### src/rtl/mesh_switch_buffered_if.sv
// Bus bundle for mesh_switch_buffered.
// Upstream side : i_sel, i_valid, i_data (into the switch), o_ready (back out).
// Downstream side: o_valid, o_data (out of the switch), i_ready (back in).
// Status        : o_error (sticky), o_count (delivered flits per output).
// The switch connects through the slave modport; the driver/observer uses master.
interface mesh_switch_buffered_if #(
  parameter int RADIX      = 5,
  parameter int DATA_WIDTH = 32,
  parameter int CNT_WIDTH  = 16
);
  logic [0:RADIX-1][0:RADIX-1]      i_sel;
  logic [0:RADIX-1]                 i_valid;
  logic [0:RADIX-1][DATA_WIDTH-1:0] i_data;
  logic [0:RADIX-1]                 o_ready;
  logic [0:RADIX-1]                 o_valid;
  logic [0:RADIX-1][DATA_WIDTH-1:0] o_data;
  logic [0:RADIX-1]                 i_ready;
  logic                             o_error;
  logic [0:RADIX-1][CNT_WIDTH-1:0]  o_count;

  modport master (
    output i_sel, i_valid, i_data, i_ready,
    input  o_ready, o_valid, o_data, o_error, o_count
  );

  modport slave (
    input  i_sel, i_valid, i_data, i_ready,
    output o_ready, o_valid, o_data, o_error, o_count
  );
endinterface

### src/rtl/mesh_switch_buffered.sv
// RADIX x RADIX crossbar with a 2-entry output buffer per port.
// Ports:
//   clk     : clock
//   reset_n : synchronous, active-low reset
//   bus     : mesh_switch_buffered_if.slave (select/valid/data in, ready out;
//             valid/data out, ready in; sticky error; per-output counters)
// Each input carries a onehot output select. Lowest-index requester wins an
// output; any conflict or multi-bit select raises the sticky error flag.
// o_ready depends only on the inputs and registered occupancy, never on i_ready.
module mesh_switch_buffered #(
  parameter int RADIX      = 5,
  parameter int DATA_WIDTH = 32,
  parameter int CNT_WIDTH  = 16
) (
  input logic                   clk,
  input logic                   reset_n,
  mesh_switch_buffered_if.slave bus
);

  logic [0:RADIX-1][1:0]            occ_q, occ_d;
  logic [0:RADIX-1][DATA_WIDTH-1:0] head_q, head_d;
  logic [0:RADIX-1][DATA_WIDTH-1:0] tail_q, tail_d;
  logic [0:RADIX-1][CNT_WIDTH-1:0]  cnt_q, cnt_d;
  logic                             error_q, error_d;

  logic [0:RADIX-1]                 sel_onehot;
  logic [0:RADIX-1]                 sel_multi;
  logic [0:RADIX-1]                 space;
  logic [0:RADIX-1]                 push;
  logic [0:RADIX-1]                 pop;
  logic [0:RADIX-1][0:RADIX-1]      grant;      // grant[n][o]: input n won output o
  logic [0:RADIX-1][DATA_WIDTH-1:0] push_data;
  logic [0:RADIX-1]                 sel_v;
  logic                             found;
  logic                             conflict_any;
  logic                             illegal_any;

  // Select decode: a nonzero select with no other bits after clearing the
  // lowest set bit is onehot; anything else nonzero is illegal.
  always_comb begin
    sel_onehot  = '0;
    sel_multi   = '0;
    sel_v       = '0;
    illegal_any = 1'b0;
    for (int n = 0; n < RADIX; n++) begin
      sel_v         = bus.i_sel[n];
      sel_onehot[n] = (sel_v != '0) && ((sel_v & (sel_v - RADIX'(1))) == '0);
      sel_multi[n]  = (sel_v != '0) && !sel_onehot[n];
      if (bus.i_valid[n] && sel_multi[n]) illegal_any = 1'b1;
    end
  end

  // Per-output fixed-priority pick; a second requester is a conflict.
  always_comb begin
    grant        = '0;
    push_data    = '0;
    push         = '0;
    space        = '0;
    found        = 1'b0;
    conflict_any = 1'b0;
    for (int o = 0; o < RADIX; o++) begin
      found    = 1'b0;
      space[o] = (occ_q[o] != 2'd2);
      for (int n = 0; n < RADIX; n++) begin
        if (bus.i_valid[n] && sel_onehot[n] && bus.i_sel[n][o]) begin
          if (!found) begin
            grant[n][o]  = 1'b1;
            push_data[o] = bus.i_data[n];
            found        = 1'b1;
          end else begin
            conflict_any = 1'b1;
          end
        end
      end
      push[o] = found && space[o];
    end
  end

  always_comb begin
    bus.o_ready = '0;
    for (int n = 0; n < RADIX; n++) begin
      bus.o_ready[n] = reset_n && ((grant[n] & space) != '0);
    end
  end

  // Output buffers: head_q is the visible entry, tail_q the second slot.
  // Push with pop only happens at occupancy 1, so the new flit becomes head.
  always_comb begin
    occ_d  = occ_q;
    head_d = head_q;
    tail_d = tail_q;
    cnt_d  = cnt_q;
    pop    = '0;
    for (int o = 0; o < RADIX; o++) begin
      pop[o] = (occ_q[o] != 2'd0) && bus.i_ready[o];
      case ({push[o], pop[o]})
        2'b10: begin
          if (occ_q[o] == 2'd0) begin
            head_d[o] = push_data[o];
            occ_d[o]  = 2'd1;
          end else begin
            tail_d[o] = push_data[o];
            occ_d[o]  = 2'd2;
          end
        end
        2'b01: begin
          if (occ_q[o] == 2'd2) begin
            head_d[o] = tail_q[o];
            occ_d[o]  = 2'd1;
          end else begin
            occ_d[o]  = 2'd0;
          end
        end
        2'b11: begin
          head_d[o] = push_data[o];
        end
        default: ;
      endcase
      if (pop[o]) cnt_d[o] = cnt_q[o] + CNT_WIDTH'(1);
    end
    error_d = error_q || illegal_any || conflict_any;
  end

  always_ff @(posedge clk) begin
    if (!reset_n) begin
      occ_q   <= '0;
      head_q  <= '0;
      tail_q  <= '0;
      cnt_q   <= '0;
      error_q <= 1'b0;
    end else begin
      occ_q   <= occ_d;
      head_q  <= head_d;
      tail_q  <= tail_d;
      cnt_q   <= cnt_d;
      error_q <= error_d;
    end
  end

  always_comb begin
    bus.o_valid = '0;
    for (int o = 0; o < RADIX; o++) begin
      bus.o_valid[o] = (occ_q[o] != 2'd0);
    end
  end

  assign bus.o_data  = head_q;
  assign bus.o_count = cnt_q;
  assign bus.o_error = error_q;

endmodule

### src/flat_wrapper.sv
// flat-port wrapper written by rule: the top's interface ports become plain ports
module mesh_switch_buffered_flat 
#(
  parameter int RADIX      = 5,
  parameter int DATA_WIDTH = 32,
  parameter int CNT_WIDTH  = 16
)
  (clk, reset_n, bus_i_sel, bus_i_valid, bus_i_data, bus_i_ready, bus_o_ready, bus_o_valid, bus_o_data, bus_o_error, bus_o_count);
  mesh_switch_buffered_if #(.RADIX(RADIX), .DATA_WIDTH(DATA_WIDTH), .CNT_WIDTH(CNT_WIDTH)) bus_i ();
  input logic clk;
  input logic reset_n;
  input wire logic [$bits(bus_i.i_sel)-1:0] bus_i_sel;
  input wire logic [$bits(bus_i.i_valid)-1:0] bus_i_valid;
  input wire logic [$bits(bus_i.i_data)-1:0] bus_i_data;
  input wire logic [$bits(bus_i.i_ready)-1:0] bus_i_ready;
  output wire logic [$bits(bus_i.o_ready)-1:0] bus_o_ready;
  output wire logic [$bits(bus_i.o_valid)-1:0] bus_o_valid;
  output wire logic [$bits(bus_i.o_data)-1:0] bus_o_data;
  output wire logic [$bits(bus_i.o_error)-1:0] bus_o_error;
  output wire logic [$bits(bus_i.o_count)-1:0] bus_o_count;
  assign bus_i.i_sel = bus_i_sel;
  assign bus_i.i_valid = bus_i_valid;
  assign bus_i.i_data = bus_i_data;
  assign bus_i.i_ready = bus_i_ready;
  assign bus_o_ready = bus_i.o_ready;
  assign bus_o_valid = bus_i.o_valid;
  assign bus_o_data = bus_i.o_data;
  assign bus_o_error = bus_i.o_error;
  assign bus_o_count = bus_i.o_count;
  mesh_switch_buffered #(.RADIX(RADIX), .DATA_WIDTH(DATA_WIDTH), .CNT_WIDTH(CNT_WIDTH)) u_core (.clk(clk), .reset_n(reset_n), .bus(bus_i));
endmodule
### config.mk
export PLATFORM = sky130hd
export DESIGN_NAME = mesh_switch_buffered_flat
export DESIGN_NICKNAME = d
export VERILOG_FILES = /design/src/rtl/mesh_switch_buffered_if.sv /design/src/rtl/mesh_switch_buffered.sv /design/src/flat_wrapper.sv
export SDC_FILE = /design/constraint.sdc
export NUM_CORES = 1
export LEC_CHECK = 0
export ABC_AREA = 1
export BUFFER_PORTS_ARGS = -buffer_cell sky130_fd_sc_hd__buf_4
export CORE_AREA = 2 2 391 238
export CTS_BUF_LIST = sky130_fd_sc_hd__clkbuf_8
export DETAILED_ROUTE_END_ITERATION = 12
export DIE_AREA = 0 0 393 240
export SETUP_SLACK_MARGIN = 0.2
export SKIP_LAST_GASP = 1
export SYNTH_ARGS = -nofsm -noshare
export SYNTH_HDL_FRONTEND = slang
export SYNTH_SLANG_ARGS = --single-unit
### constraint.sdc
create_clock -name clk -period 3.47 [get_ports clk]
set_clock_uncertainty 0.2 [all_clocks]
set_input_delay 0.347 -clock clk [delete_from_list [all_inputs] [get_ports clk]]
set_output_delay 0.347 -clock clk [all_outputs]
set_load 0.05 [all_outputs]
After elaboration in Yosys (flattened, before gate mapping)
Index checks and enable logic that the tools add are counted.

Eq/ne operators: 35. Reductions and logical operators: 112. Bitwise gates (word level): 15. Multiplexer cells: 185. $add $sub $neg: 10.

Operators with widths (number): 32-bit two-way mux (55); 32-bit case mux with 3 select lines (5); 1-bit two-way mux (115); 16-bit by 1-bit adder with 16-bit output, second input constant (5); 1-bit logical AND (60); 5-bit AND (10); 5-bit nonzero test (10); 2-bit equality test, second input constant (15); 5-bit logical NOT (5); 5-bit by 1-bit subtractor with 5-bit output, second input constant (5); 2-bit by 1-bit != test with 1-bit output, second input constant (10); 2-bit case mux with 2 select lines (5); 2-bit nonzero test (10); 3-bit AND reduction (5); 3-bit nonzero test (5); 2-bit by 1-bit equality test with 1-bit output, second input constant (5); 2-bit logical NOT (5); 2-bit two-way mux (5); 2-bit != test, second input constant (5); 2-bit AND reduction (5); 1-bit logical NOT (5); 1-bit NOT (5); 1-bit logical OR (2).

Logic and storage cells: 378. Register bits after elaboration: 411. Output and inout bits: 251.

Logic depth before layout (Yosys ltp)
Depth after elaboration: 48. Mapped depth: 21. Gate-level depth less buffers: 19.

Least setup slack after synthesis
No wires, ideal clock.

Path kind: input to register. Start point: input port bus_i_sel[21]. End point: register u_core.head_q (netlist bit u_core.bus.o_data[63]). Arrival: 2697 ps. Buffers on the path: 2. Library setup time: 71 ps. Data required time: 3199 ps. Stages: 20. Setup slack: 503 ps. Path through: nor2_2 nand3_1 nand2_2 nor2_8 nand2_4 nand2_2 nor2_4 buf_2 nand2_1 o21ai_0 inv_1 ha_1 nand2_1 inv_1 nor2_1 nand2_1 clkbuf_1 nor2_1 nand2_1 a21oi_1.

Word-level cells in the longest chain between the ends: 17. Elaborated cells between the ends (all ways): 31. Classes of those cells: 1 x add/sub; 5 x eq/ne; 16 x mux; 1 x bitwise; 8 x reduce/logical.

RTL lines: start: declaration (RTL line flat_wrapper.sv:12) `input wire logic [$bits(bus_i.i_sel)-1:0] bus_i_sel;`; 5-bit by 1-bit subtractor with 5-bit output (RTL line mesh_switch_buffered.sv:47) `sel_onehot[n] = (sel_v != '0) && ((sel_v & (sel_v - RADIX'(1))) == '0);`; 5-bit AND (RTL line mesh_switch_buffered.sv:47); 5-bit logical NOT (RTL line mesh_switch_buffered.sv:47); 1-bit logical AND (RTL line mesh_switch_buffered.sv:47); 1-bit logical AND (RTL line mesh_switch_buffered.sv:65) `if (bus.i_valid[n] && sel_onehot[n] && bus.i_sel[n][o]) begin`; 1-bit logical AND * (RTL line mesh_switch_buffered.sv:65); 32-bit two-way mux or 1-bit two-way mux (tied branches) (RTL line mesh_switch_buffered.sv:65); 32-bit two-way mux (RTL line mesh_switch_buffered.sv:66) `if (!found) begin`; 32-bit two-way mux (RTL line mesh_switch_buffered.sv:65); 32-bit two-way mux (RTL line mesh_switch_buffered.sv:66); 32-bit two-way mux (RTL line mesh_switch_buffered.sv:65); 32-bit two-way mux (RTL line mesh_switch_buffered.sv:66); 32-bit two-way mux (RTL line mesh_switch_buffered.sv:65); 32-bit two-way mux (RTL line mesh_switch_buffered.sv:66); 32-bit two-way mux (RTL line mesh_switch_buffered.sv:65); 32-bit two-way mux (RTL line mesh_switch_buffered.sv:98) `if (occ_q[o] == 2'd0) begin`; 32-bit case mux with 3 select lines (RTL line mesh_switch_buffered.sv:96) `case ({push[o], pop[o]})`; end signal: assignment (RTL line mesh_switch_buffered.sv:127) `head_q <= '0;`; end signal: assignment (RTL line mesh_switch_buffered.sv:133) `head_q <= head_d;`; end: declaration (RTL line mesh_switch_buffered.sv:21) `logic [0:RADIX-1][DATA_WIDTH-1:0] head_q, head_d;`.

Every way passes the cells marked *; elsewhere a longest branch is shown, timed or not. The select of a mux whose other input is x is not followed. A chain may end at the register's enable or synchronous reset.

Worst setup path after layout
Start point: register u_core.occ_q[1] (netlist name). End point: output port bus_o_ready[2].

Word-level cells in the longest chain between the ends: 4.

RTL lines: start: declaration (RTL line mesh_switch_buffered.sv:20) `logic [0:RADIX-1][1:0] occ_q, occ_d;`; start signal: assignment (RTL line mesh_switch_buffered.sv:126) `occ_q <= '0;`; start signal: assignment (RTL line mesh_switch_buffered.sv:132) `occ_q <= occ_d;`; 2-bit != test (RTL line mesh_switch_buffered.sv:63) `space[o] = (occ_q[o] != 2'd2);`; 5-bit AND (RTL line mesh_switch_buffered.sv:82) `bus.o_ready[n] = reset_n && ((grant[n] & space) != '0);`; 5-bit nonzero test (RTL line mesh_switch_buffered.sv:82); 1-bit logical AND (RTL line mesh_switch_buffered.sv:82); end: declaration (RTL line flat_wrapper.sv:16) `output wire logic [$bits(bus_i.o_ready)-1:0] bus_o_ready;`.

No other way between the ends.

==> results.toml <==
[sta]
fin_crit_sh_pct = 91.2
drv_slew = 0
worstMarginPinSlew_ns = 0.977
rsz0062_at_grt = "no"
finalHoldViolCount = 0
finalSetupTns_ns = 0
fin_crit_ns = 3.16
fin_ws_ns = 0.306
maxSlewHeadroom_pct = 34.7
finalSetupViolCount = 0
fmax_ghz = 0.316

[cts]
cts_buffers = 75
clk_latency_ns = 0.70
clk_pin_slew_ns = 0.06
cts_setup_buffers = 0
clock-sinks = 411
root_buffer = "clkbuf_8"
h-tree-depth = 3
cts_tree = "built"
cts_buffer_depth = 3

[synth]
syn_area_per_cell_sq_um = 5.74
yosys-top-cells-area = "dfxtp_1 30%, nand2_1 22%, inv_1 11%"
syn_area_sq_um = 27000
yosys-top-cells-count = "1,569 x nand2_1, 784 x inv_1, 425 x nand3_1, 411 x dfxtp_1, 389 x a21oi_1"
synth_seq_cells = 411
synth_top_area_share_pct = 30.5
yosysWarnings = 0
synth_cells = 4701
synth.most_common_cell = "nand2_1"
syn_nets = 4915
synth_area_leader_cell = "dfxtp_1"
synth_edf_count = 0
yosysUniqueCellTypes = 46
seq_area_frac_synth_pct = 30.5
ys.flop_type = "dfxtp_1"
async_reset_ff_share_pct = 0

[pwr]
p_per_area_nw_per_um2 = 617
power.internal_uw = 11400
switching_share_pct = 46.5
p_switching_uw = 9910
comb_power_share_pct = 47.3
leakagePower_uw = 0.0183
clock_power_share_pct = 22.9
peakVddDrop_mv = 0.305
seq_power_share_pct = 29.8

[grt]
grt_max_degree = 128
grt_pass1_vias = 28100
grt_pass1_wl_mm = 185
grt.total_usage_pct = 26.0
grt_antenna_before_repair = 24
overflow = 0

[drt]
drtIter0Drc = 3937
wl_met3_mm = 16.7
highest_layer = "met5"
wl_per_cell_um = 19.5
viasPerCell = 4.88
wl_met1_mm = 58.0
dr_wl_met2_mm = 47.8
drtPass1Iterations = 7
drt-total-wl_mm = 127
vias = 31600
drc = 0
final_antenna_net_count = 0

[layout]
fin_nets = 5400
fillerInstances = 9941
finalInstanceArea_sq_um = 34600
synthToLayoutAreaGrowth_pct = 28.1
multi_input_area_sq_um = 14600
layout.area.seq_sq_um = 8230
final_util_pct = 38.0
drive_above_1_share_pct = 14.4
layout.cells.non_filler = 6488

[min_path]
hold_class = "in -> reg"
whs_endpoint = "u_core.tail_q[15]"
worstHoldStart = "bus_i_data[79]"
min_delay_path_depth = 7

[critical_path]
timing.rr.end = "u_core.tail_q[40]"
arrival_ns = 2.62
regToRegStartpoint = "u_core.occ_q[3]"
worstPathRequired_ns = 2.92
path_class = "reg -> out"
ff2ff_setup_slack_ns = 0.50
worst_r2r_path_depth = 16
cp-end-kind = "output port"
path_max_fanout = 5
critPathLaunchType = "register"

[floorplanning]
start_util_pct = 29.7
die_x_um = 393
pin_count = 448
rows = 86
dieArea_sq_um = 94300
coreArea_sq_um = 90900
die_height_um = 240

[run]
maxCapViolations = 0

[placed_design]
place_area_sq_um = 31900
dp_slack_ns = 0.140
io_buffers = 447
dp_hpwl_mm = 93.9
gp_congestion = 0.984
dp_cells = 6231

[run_status]
status = "completed"
[registers in the layout, summed over array words and instances (netlist names)]
signal / flops
u_core.occ_q: 10
u_core.bus.o_data: 160
u_core.bus.o_error: 1
u_core.tail_q: 160
u_core.bus.o_count: 80
[worst max-delay path by stage]
stage          cells after the start  slack, ns               endpoint             from
6_report                           7       0.31         bus_o_ready[2]  u_core.occ_q[1]
5_1_grt                           15       0.19         bus_o_ready[1]    bus_i_sel[18]
4_1_cts                           16       0.32         bus_o_ready[1]    bus_i_sel[13]
3_5_place_dp                      12       0.14  u_core.bus.o_data[79]     bus_i_sel[3]
3_3_place_gp                      16       0.20     u_core.tail_q[137]     bus_i_sel[3]
2_1_floorplan                     20       0.50  u_core.bus.o_data[63]    bus_i_sel[21]
[metrics by stage]
| stage | total power (uW) | hold WS [ns] |
|---|---|---|
| 6_report | 21300 | 0.0449 |
| 5_1_grt | 22700 | 0.0491 |
| 4_1_cts | 21400 | 0.000463 |
| 3_5_place_dp | 16300 | 0.242 |
| 3_3_place_gp | 16200 | 0.238 |
| 2_1_floorplan | 12800 | 0.245 |
[critical path, stage by stage (launching register included)]
cell     delay, ns
dfxtp_1       0.32
inv_1         0.05
nor2_1        0.44
inv_1         0.28
a22oi_1       0.29
a41oi_1       0.17
buf_4         0.21
buf_4         0.19
[cells by family after synthesis]
kind of cell             synth area share [%]
AND/OR/NAND/NOR                          38.5
buffers and inverters                    15.6
AO/OA/AOI/OAI                            14.5
flip-flops                               30.5
adder cells (fa/ha/maj)                 0.788
XOR/XNOR                                0.130
[final cells by class]
class	instances	area share, %
Multi-Input combinational cell	3222	42.2
Sequential cell	411	23.8
Timing Repair Buffer	675	16.3
Inverter	801	8.71
Tap cell	1232	4.46
Clock buffer	95	3.78
Clock inverter	34	0.684
Antenna cell	18	0.130
[per-layer routing]
layer / vias to the layer above / GRT usage [%]
li1: 15600 / -
met1: 14200 / 37.5
met2: 1592 / 34.6
met3: 262 / 10.1
met4: 22 / 8.50
met5: - / 0.727
[power by group through the flow]
stage                     Clock [uW]  Combinational (uW)  Sequential, uW
after global placement             0                9800            6420
after detailed placement           0                9850            6430
after floorplan                    0                4280            8510
after CTS                       5020               10000            6350
final                           4890               10100            6350
after global routing            5210               11000            6480
[cell usage in the layout, fill, tap and decap left out, drive strengths merged, types with 3 or more instances in the layout]
cell,count
nor3,25
a211oi,3
o22ai,4
buf,565
nor2,392
a21oi,389
inv,818
dfxtp,411
xor2,3
a31oi,5
o211ai,128
dlygate4sd3,110
nor3b,5
ha,17
o21ai,154
bufinv,3
nand4,50
diode,18
clkbuf,95
clkinv,10
nand2,1592
o21bai,3
nand3,428
or2,5
o21a,6
clkinvlp,4
[what timing repair did]
action	4_1_cts	5_1_grt
hold buffers	110	0
gates resized for setup	0	3
endpoints found under the setup margin	0	1
hold endpoints to repair	269	0
(Power assumes the default switching activity.)
